## config.mk

```make
export PLATFORM = sky130hd
export DESIGN_NAME = arith_core_seq_flat
export DESIGN_NICKNAME = d
export VERILOG_FILES = /design/src/rtl/arith_core_seq_if.sv /design/src/rtl/arith_core_seq.sv /design/src/flat_wrapper.sv
export SDC_FILE = /design/constraint.sdc
export NUM_CORES = 1
export LEC_CHECK = 0
export CORE_ASPECT_RATIO = 0.75
export CORE_UTILIZATION = 57
export CTS_CLUSTER_SIZE = 20
export DETAILED_ROUTE_END_ITERATION = 7
export PLACE_DENSITY = 0.91
export SLEW_MARGIN = 10
export SYNTH_ARGS = -nofsm -noshare
export SYNTH_HDL_FRONTEND = slang
export SYNTH_SLANG_ARGS = --single-unit
export TNS_END_PERCENT = 1
```

## constraint.sdc

```tcl
create_clock -name clk -period 4.8 [get_ports clk]
set_clock_uncertainty 0.2 [all_clocks]
set_input_delay 0.72 -clock clk [delete_from_list [all_inputs] [get_ports clk]]
set_output_delay 0.72 -clock clk [all_outputs]
set_load 0.05 [all_outputs]
```

## src/rtl/arith_core_seq_if.sv

```systemverilog
// Request/response bundle for arith_core_seq: operands and op in, Z pair and status out.
interface arith_core_seq_if #(
  parameter int DATA_WIDTH = 32
);
  logic                  start;
  logic [1:0]            op;
  logic [DATA_WIDTH-1:0] A;
  logic [DATA_WIDTH-1:0] B;
  logic                  cin;
  logic                  busy;
  logic                  done;
  logic [DATA_WIDTH-1:0] ZHigh;
  logic [DATA_WIDTH-1:0] ZLow;
  logic                  cout;

  modport master (
    output start, op, A, B, cin,
    input  busy, done, ZHigh, ZLow, cout
  );

  modport slave (
    input  start, op, A, B, cin,
    output busy, done, ZHigh, ZLow, cout
  );
endinterface

```

## src/rtl/arith_core_seq.sv

```systemverilog
// Registered ALU core: single-cycle AND and two-level carry-lookahead ADD,
// plus a sequential signed radix-2 Booth multiply producing a ZHigh/ZLow pair.
module arith_core_seq #(
  parameter int DATA_WIDTH = 32
) (
  input  logic             clk,
  input  logic             rst_n,
  arith_core_seq_if.slave  bus
);
  localparam int NG = DATA_WIDTH / 4;
  localparam int CW = $clog2(DATA_WIDTH) + 1;

  localparam logic [1:0] OP_AND = 2'b00;
  localparam logic [1:0] OP_ADD = 2'b01;
  localparam logic [1:0] OP_MUL = 2'b10;

  typedef enum logic [0:0] {ST_IDLE, ST_MUL} state_t;

  state_t                state_q;
  logic                  busy_q;
  logic                  done_q;
  logic                  cout_q;
  logic [DATA_WIDTH-1:0] zhigh_q;
  logic [DATA_WIDTH-1:0] zlow_q;
  logic [DATA_WIDTH:0]   acc_q;
  logic [DATA_WIDTH:0]   m_q;
  logic [DATA_WIDTH-1:0] mq_q;
  logic                  q1_q;
  logic [CW-1:0]         cnt_q;

  // ---------------------------------------------------------------- adder
  logic [DATA_WIDTH-1:0] add_g;
  logic [DATA_WIDTH-1:0] add_p;
  logic [DATA_WIDTH-1:0] add_c;
  logic [DATA_WIDTH-1:0] add_sum;
  logic [NG-1:0]         grp_g;
  logic [NG-1:0]         grp_p;
  logic [NG:0]           grp_c;

  assign add_g = bus.A & bus.B;
  assign add_p = bus.A ^ bus.B;

  for (genvar gi = 0; gi < NG; gi++) begin : g_grp
    localparam int L = 4 * gi;
    logic [3:0] g;
    logic [3:0] p;
    logic       ci;

    assign g  = add_g[L+3:L];
    assign p  = add_p[L+3:L];
    assign ci = grp_c[gi];

    assign grp_g[gi] = g[3] | (p[3] & g[2]) | (p[3] & p[2] & g[1])
                     | (p[3] & p[2] & p[1] & g[0]);
    assign grp_p[gi] = &p;

    assign add_c[L]   = ci;
    assign add_c[L+1] = g[0] | (p[0] & ci);
    assign add_c[L+2] = g[1] | (p[1] & g[0]) | (p[1] & p[0] & ci);
    assign add_c[L+3] = g[2] | (p[2] & g[1]) | (p[2] & p[1] & g[0])
                      | (p[2] & p[1] & p[0] & ci);
  end

  // Group carries as flat sum-of-products over all lower groups.
  for (genvar gi = 0; gi <= NG; gi++) begin : g_look
    logic c_look;
    always_comb begin
      logic pp;
      c_look = 1'b0;
      pp     = 1'b1;
      for (int j = gi - 1; j >= 0; j--) begin
        c_look = c_look | (grp_g[j] & pp);
        pp     = pp & grp_p[j];
      end
      c_look = c_look | (bus.cin & pp);
    end
    assign grp_c[gi] = c_look;
  end

  assign add_sum = add_p ^ add_c;

  // ------------------------------------------------------- Booth iteration
  logic [DATA_WIDTH:0]   mul_sum;
  logic [DATA_WIDTH:0]   acc_d;
  logic [DATA_WIDTH-1:0] mq_d;
  logic                  q1_d;

  always_comb begin
    unique case ({mq_q[0], q1_q})
      2'b01:   mul_sum = acc_q + m_q;
      2'b10:   mul_sum = acc_q - m_q;
      default: mul_sum = acc_q;
    endcase
    acc_d = {mul_sum[DATA_WIDTH], mul_sum[DATA_WIDTH:1]};
    mq_d  = {mul_sum[0], mq_q[DATA_WIDTH-1:1]};
    q1_d  = mq_q[0];
  end

  // ------------------------------------------------------------- control
  always_ff @(posedge clk or negedge rst_n) begin
    if (!rst_n) begin
      state_q <= ST_IDLE;
      busy_q  <= 1'b0;
      done_q  <= 1'b0;
      cout_q  <= 1'b0;
      zhigh_q <= '0;
      zlow_q  <= '0;
      acc_q   <= '0;
      m_q     <= '0;
      mq_q    <= '0;
      q1_q    <= 1'b0;
      cnt_q   <= '0;
    end else begin
      done_q <= 1'b0;
      unique case (state_q)
        ST_IDLE: begin
          if (bus.start) begin
            unique case (bus.op)
              OP_AND: begin
                zlow_q  <= bus.A & bus.B;
                zhigh_q <= '0;
                cout_q  <= 1'b0;
                done_q  <= 1'b1;
              end
              OP_ADD: begin
                zlow_q  <= add_sum;
                zhigh_q <= '0;
                cout_q  <= grp_c[NG];
                done_q  <= 1'b1;
              end
              OP_MUL: begin
                acc_q   <= '0;
                m_q     <= {bus.A[DATA_WIDTH-1], bus.A};
                mq_q    <= bus.B;
                q1_q    <= 1'b0;
                cnt_q   <= '0;
                busy_q  <= 1'b1;
                state_q <= ST_MUL;
              end
              default: begin
                zlow_q  <= '0;
                zhigh_q <= '0;
                cout_q  <= 1'b0;
                done_q  <= 1'b1;
              end
            endcase
          end
        end
        ST_MUL: begin
          acc_q <= acc_d;
          mq_q  <= mq_d;
          q1_q  <= q1_d;
          if (cnt_q == CW'(DATA_WIDTH - 1)) begin
            zhigh_q <= acc_d[DATA_WIDTH-1:0];
            zlow_q  <= mq_d;
            cout_q  <= 1'b0;
            busy_q  <= 1'b0;
            done_q  <= 1'b1;
            state_q <= ST_IDLE;
          end else begin
            cnt_q <= cnt_q + 1'b1;
          end
        end
        default: state_q <= ST_IDLE;
      endcase
    end
  end

  assign bus.busy  = busy_q;
  assign bus.done  = done_q;
  assign bus.cout  = cout_q;
  assign bus.ZHigh = zhigh_q;
  assign bus.ZLow  = zlow_q;
endmodule

```

## src/flat_wrapper.sv

```systemverilog
// flat-port wrapper written by rule: the top's interface ports become plain ports
module arith_core_seq_flat 
#(
  parameter int DATA_WIDTH = 32
)
  (clk, rst_n, bus_start, bus_op, bus_A, bus_B, bus_cin, bus_busy, bus_done, bus_ZHigh, bus_ZLow, bus_cout);
  arith_core_seq_if #(.DATA_WIDTH(DATA_WIDTH)) bus_i ();
  input  logic clk;
  input  logic rst_n;
  input wire logic [$bits(bus_i.start)-1:0] bus_start;
  input wire logic [$bits(bus_i.op)-1:0] bus_op;
  input wire logic [$bits(bus_i.A)-1:0] bus_A;
  input wire logic [$bits(bus_i.B)-1:0] bus_B;
  input wire logic [$bits(bus_i.cin)-1:0] bus_cin;
  output wire logic [$bits(bus_i.busy)-1:0] bus_busy;
  output wire logic [$bits(bus_i.done)-1:0] bus_done;
  output wire logic [$bits(bus_i.ZHigh)-1:0] bus_ZHigh;
  output wire logic [$bits(bus_i.ZLow)-1:0] bus_ZLow;
  output wire logic [$bits(bus_i.cout)-1:0] bus_cout;
  assign bus_i.start = bus_start;
  assign bus_i.op = bus_op;
  assign bus_i.A = bus_A;
  assign bus_i.B = bus_B;
  assign bus_i.cin = bus_cin;
  assign bus_busy = bus_i.busy;
  assign bus_done = bus_i.done;
  assign bus_ZHigh = bus_i.ZHigh;
  assign bus_ZLow = bus_i.ZLow;
  assign bus_cout = bus_i.cout;
  arith_core_seq #(.DATA_WIDTH(DATA_WIDTH)) u_core (.clk(clk), .rst_n(rst_n), .bus(bus_i));
endmodule
```

# Word-level counts from Yosys, hierarchy flattened
# Index checks and enable logic that the tools add are counted.
[word_totals] input_bits=70 elab_cells=363 reg_bits=172
[op_classes] n_reduce_logical=14 bitwise_logic=288 addsub=3 eq_ne=10 n_mux=37
[ops] cell="$mux W32" count=7
[ops] cell="$pmux W32 S2" count=3
[ops] cell="$and A1 B1 Y1" count=176
[ops] cell="$pmux W33 S2" count=2
[ops] cell="$or A1 B1 Y1" count=108
[ops] cell="$pmux W32 S3" count=1
[ops] cell="$mux W33" count=2
[ops] cell="$xor A32 B32 Y32" count=2
[ops] cell="$add A33 B33 Y33" count=1
[ops] cell="$sub A33 B33 Y33" count=1
[ops] cell="$and A32 B32 Y32" count=1
[ops] cell="$reduce_and A4 Y1" count=8
[ops] cell="$mux W6" count=3
[ops] cell="$mux W1" count=12
[ops] cell="$pmux W1 S2" count=6
[ops] cell="$pmux W6 S2" count=1
[ops] cell="$reduce_and A3 Y1" count=4
[ops] cell="$ne A2 B2 Y1 const B" count=5
[ops] cell="$add A6 B1 Y6 const B" count=1
[ops] cell="$eq A6 B5 Y1 const B" count=1
[ops] cell="$eq A2 B1 Y1 const B" count=2
[ops] cell="$eq A2 B2 Y1 const B" count=2
[ops] cell="$logic_not A2 Y1" count=1
[ops] cell="$reduce_and A2 Y1" count=1
[ops] cell="$not A1 Y1" count=1

# Depth between registers and ports, before layout
[logic_depth] ltp_word=19 ltp_mapped=19 depth_no_buf=19

# Worst setup path before layout
# OpenSTA, ideal clock, no wires.
[synth_path] kind="flip-flop to flip-flop" start="reg u_core.m_q[3]" end="reg u_core.acc_q[29]" t_arrival_ps=3918 slack_ps=556 synth_period_minus_slack_ps=4244 stages_incl_launch_ff=20 path_cell_list="dfrtp_1 -> or4_4 -> nor4_4 -> nand2_1 -> nor2_1 -> nand3b_1 -> nor2_1 -> nor2_1 -> xnor2_1 -> ha_1 -> a21oi_1 -> o21bai_1 -> a21o_1 -> and3_1 -> a211oi_2 -> a2111oi_2 -> o22ai_1 -> o21ai_2 -> xor2_1 -> a221o_1"
[synth_between] elab_chain_len=3
[synth_lines] element="start, declared" line="arith_core_seq.sv:26" rtl="logic [DATA_WIDTH:0] m_q;"
[synth_lines] element="start signal, assigned" line="arith_core_seq.sv:133" rtl="m_q <= {bus.A[DATA_WIDTH-1], bus.A};"
[synth_lines] element="$sub A33 B33 Y33 or $add A33 B33 Y33 (tied branches)" line="arith_core_seq.sv:91, arith_core_seq.sv:90"
[synth_lines] element="$pmux W33 S2 (*)" line="arith_core_seq.sv:89" rtl="unique case ({mq_q[0], q1_q})"
[synth_lines] element="$pmux W33 S2 (*)" line="arith_core_seq.sv:115" rtl="unique case (state_q)"
[synth_lines] element="end signal, assigned" line="arith_core_seq.sv:108" rtl="acc_q <= '0;"
[synth_lines] element="end signal, assigned" line="arith_core_seq.sv:132" rtl="acc_q <= '0;"
[synth_lines] element="end signal, assigned" line="arith_core_seq.sv:150" rtl="acc_q <= acc_d;"
[synth_lines] element="end, declared" line="arith_core_seq.sv:25" rtl="logic [DATA_WIDTH:0] acc_q;"
# Every way passes the cells marked *; elsewhere a longest branch is shown, timed or not.
# A chain may end at the register's enable or synchronous reset.

# Final worst setup path
[layout_path] start="reg u_core.m_q[3]" end="reg u_core.zhigh_q[31], in the netlist u_core.bus.ZHigh[31]"
[layout_between] elab_chain_len=4
[layout_lines] element="$sub A33 B33 Y33 or $add A33 B33 Y33 (tied branches)" line="arith_core_seq.sv:91, arith_core_seq.sv:90"
[layout_lines] element="$pmux W33 S2 (*)" line="arith_core_seq.sv:89"
[layout_lines] element="$mux W32 (*)" line="arith_core_seq.sv:153" rtl="if (cnt_q == CW'(DATA_WIDTH - 1)) begin"
[layout_lines] element="$pmux W32 S2 (*)" line="arith_core_seq.sv:115"
[layout_lines] element="end signal, assigned" line="arith_core_seq.sv:154" rtl="zhigh_q <= acc_d[DATA_WIDTH-1:0];"
[layout_lines] element="end, declared" line="arith_core_seq.sv:23" rtl="logic [DATA_WIDTH-1:0] zhigh_q;"
# Every way passes the cells marked *; elsewhere a longest branch is shown, timed or not. The select of a mux whose other input is x is not followed.

==> metrics.md <==
| Metric | Value |
|---|---|
| Die width | `162 um` |
| Synthesized cell area | `10900 sq um` |
| Pwr Total | `0.0103 W` |
| Global route total overflow | `0` |
| Post-CTS Hold Fix Bufs | `0` |
| Latest clock arrival within the worst-skew pair | `0.44 ns` |
| Sequential area share after synthesis | `39.2%` |
| Initial antenna violation count | `0` |
| Post-route ant nets | `0` |
| Reg2Reg Depth | `17` |
| Violated checks | `DRC` |
| Finished Layout Cells | `1626` |
| Max Fclk | `215 MHz` |
| Crit path max fanout | `5` |
| Synth Net Count | `1393` |
| Status | `finished, violations left` |
| RSZ-0062 raised after global routing | `yes` |
| Yosys cell types | `75` |
| Final setup fails | `0` |
| CP arrival | `4.78 ns` |
| All-Layer GR Usage | `34.9%` |
| CP required | `4.93 ns` |
| DRT Pass-1 Iters | `8` |
| Final worst setup slack | `0.153 ns` |
| Routed wire length | `33200 um` |
| Period utilization | `96.8%` |
| Flop2flop setup slack | `0.15 ns` |
| Max Root-Sink Buffers | `2` |
| Final Slew Violations | `0` |
| Vias per inst | `6.44` |
| Reg-to-reg endpoint | `u_core.bus.ZHigh[31]` |
| Clk pin slew, worst setup/hold paths | `0.08 ns` |
| Area Overhead vs Synth | `21.9%` |
| CTS H-tree lvls | `4` |
| Hold Path Class | `input pin to asynchronous set/reset pin` |
| Initial core utilization | `58.7%` |
| Synth Area per Inst | `8.76 sq um` |
| Kind of critical path | `register to register` |
| Post-synth EDFFs | `0` |
| Core box area | `18600 sq um` |
| Largest net degree at the start of global routing | `103` |
| CTS tree | `built` |
| Fin. Hold Viols | `0` |
| Crit end category | `register` |
| Port Buffers | `136` |
| Maximum VDD drop | `0.474 mV` |
| PwrDens | `773 nW/um^2` |
| Slew margin rel. | `22.4%` |
| DRC viols | `4` |
| Initial DRC count | `1457` |
| WL/cell | `20.4 um` |
| Ports | `137` |
| Net count, final | `1512` |
| Placed cells | `1592` |
| Full die area | `19700 sq um` |
| DP HPWL | `22600 um` |
| Hold_ws | `0.170 ns` |
| Ys flop type | `dfrtp_1` |
| Post-Syn Instances | `1247` |
| Vias | `10474` |
| Ys async rst share | `100%` |
| Share of post-route cells with drive strength above 1 | `7.32%` |
| Yosys reg bits | `171` |
| Tmin final | `4.65 ns` |
| Reg-to-Reg Start | `u_core.m_q[3]` |
| Antenna diode count | `0` |
| Number of global-route vias before repair | `10252` |
| Root Driver | `clkbuf_16` |
| Clock Sink Count | `171` |
| Worst Setup Start Kind | `register` |
| First-pass GRT wire length | `53600 um` |
| Syn. warnings | `0` |
| Pre-CTS setup slack | `0.142 ns` |
| TritonCTS Buffers | `17` |
| Row count | `43` |
| Worst slew pin tran | `1.16 ns` |
| Max-cap violation count | `0` |
| Leakage | `6.21 nW` |
| Die Y-Extent | `122 um` |
| Global placer's final weighted congestion | `0.969` |
synth_stat cells, drive strengths merged, types with 4 or more instances:
cell type    n  area share (%)
a211oi       7            0.57
a21o        29             2.0
a21oi       90             4.1
a221oi      18             1.4
a222oi      38             3.5
a22o        14             1.1
a31oi        8            0.46
and3        10            0.57
buf          8            0.29
clkbuf      51             1.8
dfrtp      171              39
fa           9             1.6
ha          67             7.7
inv         59             2.0
mux2         9            0.93
mux2i       10            0.92
nand2      233             8.0
nand2b       7            0.40
nand3       11            0.50
nand4        9            0.52
nor2        99             3.4
nor2b        8            0.46
nor3        24             1.1
nor3b        5            0.34
o211ai       6            0.41
o21a         5            0.34
o21ai       96             4.5
o21bai       7            0.48
o31ai        4            0.27
or3          7            0.40
xnor2       56             4.5
xor2        24             1.9
timing repair:
action                                 4_1_cts  5_1_grt
gates resized for setup                      0       20
setup buffers                                0        2
setup endpoints to repair                    0       19
endpoints found under the hold margin        0        0
cell usage in the layout, fill, tap and decap left out, types with 38 or more instances in the layout:
cell / synthesis / routed
a21oi_1: 90 / 88
clkdlybuf4s50_1: 0 / 135
xnor2_1: 56 / 56
inv_1: 59 / 59
dfrtp_1: 171 / 170
nand2_1: 233 / 233
nor2_1: 99 / 95
ha_1: 67 / 65
a222oi_1: 38 / 38
o21ai_0: 85 / 84
layer usage:
layer | vias to the layer above | routed length [um] | global-route usage [%]
met2 | 632 | 14800 | 54.2
met5 | - | 0 | 0
met4 | 0 | 1180 | 14.7
li1 | 4692 | - | -
met3 | 119 | 3270 | 7.01
met1 | 5031 | 14000 | 47.9
power breakdown:
group          internal, W  switching, W  total [W]
registers          0.00203      0.000557    0.00259
clock network     0.000886      0.000649    0.00153
logic              0.00237       0.00380    0.00617
registers in the layout, summed over array words and instances (netlist names):
| name | count |
|---|---|
| u_core.bus.done | 1 |
| u_core.mq_q | 32 |
| u_core.state_q | 1 |
| u_core.bus.ZLow | 32 |
| u_core.cnt_q | 6 |
| u_core.bus.ZHigh | 32 |
| u_core.bus.cout | 1 |
| u_core.q1_q | 1 |
| u_core.bus.busy | 1 |
| u_core.m_q | 32 |
| u_core.acc_q | 32 |
critical path, stage by stage, from the launching register on:
cell       delay, ns
dfrtp_1         0.44
or4_4           0.57
nor4_4          0.18
and3b_2         0.26
and3b_4         0.26
nand2_1         0.11
nor2_1          0.13
nor2_1          0.08
xnor2_1         0.23
ha_1            0.33
and2_1          0.20
and4_2          0.28
a2111oi_4       0.46
o221ai_2        0.17
xnor2_1         0.20
nor2_1          0.08
xor2_1          0.17
a21o_1          0.19
per-stage QoR:
step                util, %  cell area (sq um)  setup TNS (ns)
floorplan                 -              10900               0
finish                 71.5              13300               0
global placement       67.5              12600               0
CTS                    71.0              13200               0
global route           71.5              13300          -0.220
detailed placement     67.5              12600               0
logic make-up (layout without fill, tap and decap cells):
kind of cell               Yosys count  after routing  synth area share, %
buffers and inverters              119            251                 4.11
and+or+nand+nor                    429            429                 17.1
adders and majority gates           76             76                 9.33
muxes                               19             19                 1.84
xor gates and xnor gates            80             80                 6.42
DFF                                171            171                 39.2
AOI/OAI and AO/OA                  353            353                 22.0
layout make-up:
type                            instances  area, sq um
Multi-Input combinational cell        957         6320
Timing Repair Buffer                  159         1550
Clock buffer                           18          429
Sequential cell                       171         4280
Fill cell                            1374         5300
Clock inverter                         14          209
Inverter                               60          225
Tap cell                              247          309
worst max path at each step:
stage	from	to	slack, ns	depth (start not counted)
floorplan	u_core.m_q[3]	u_core.acc_q[29]	0.56	19
global placement	u_core.m_q[3]	u_core.acc_q[29]	0.26	19
detailed placement	u_core.m_q[3]	u_core.acc_q[29]	0.14	17
CTS	u_core.m_q[3]	u_core.acc_q[29]	0.08	17
global route	u_core.m_q[3]	u_core.acc_q[31]	-0.08	17
finish	u_core.m_q[3]	u_core.bus.ZHigh[31]	0.15	17
Power figures use the tool's default switching activity.
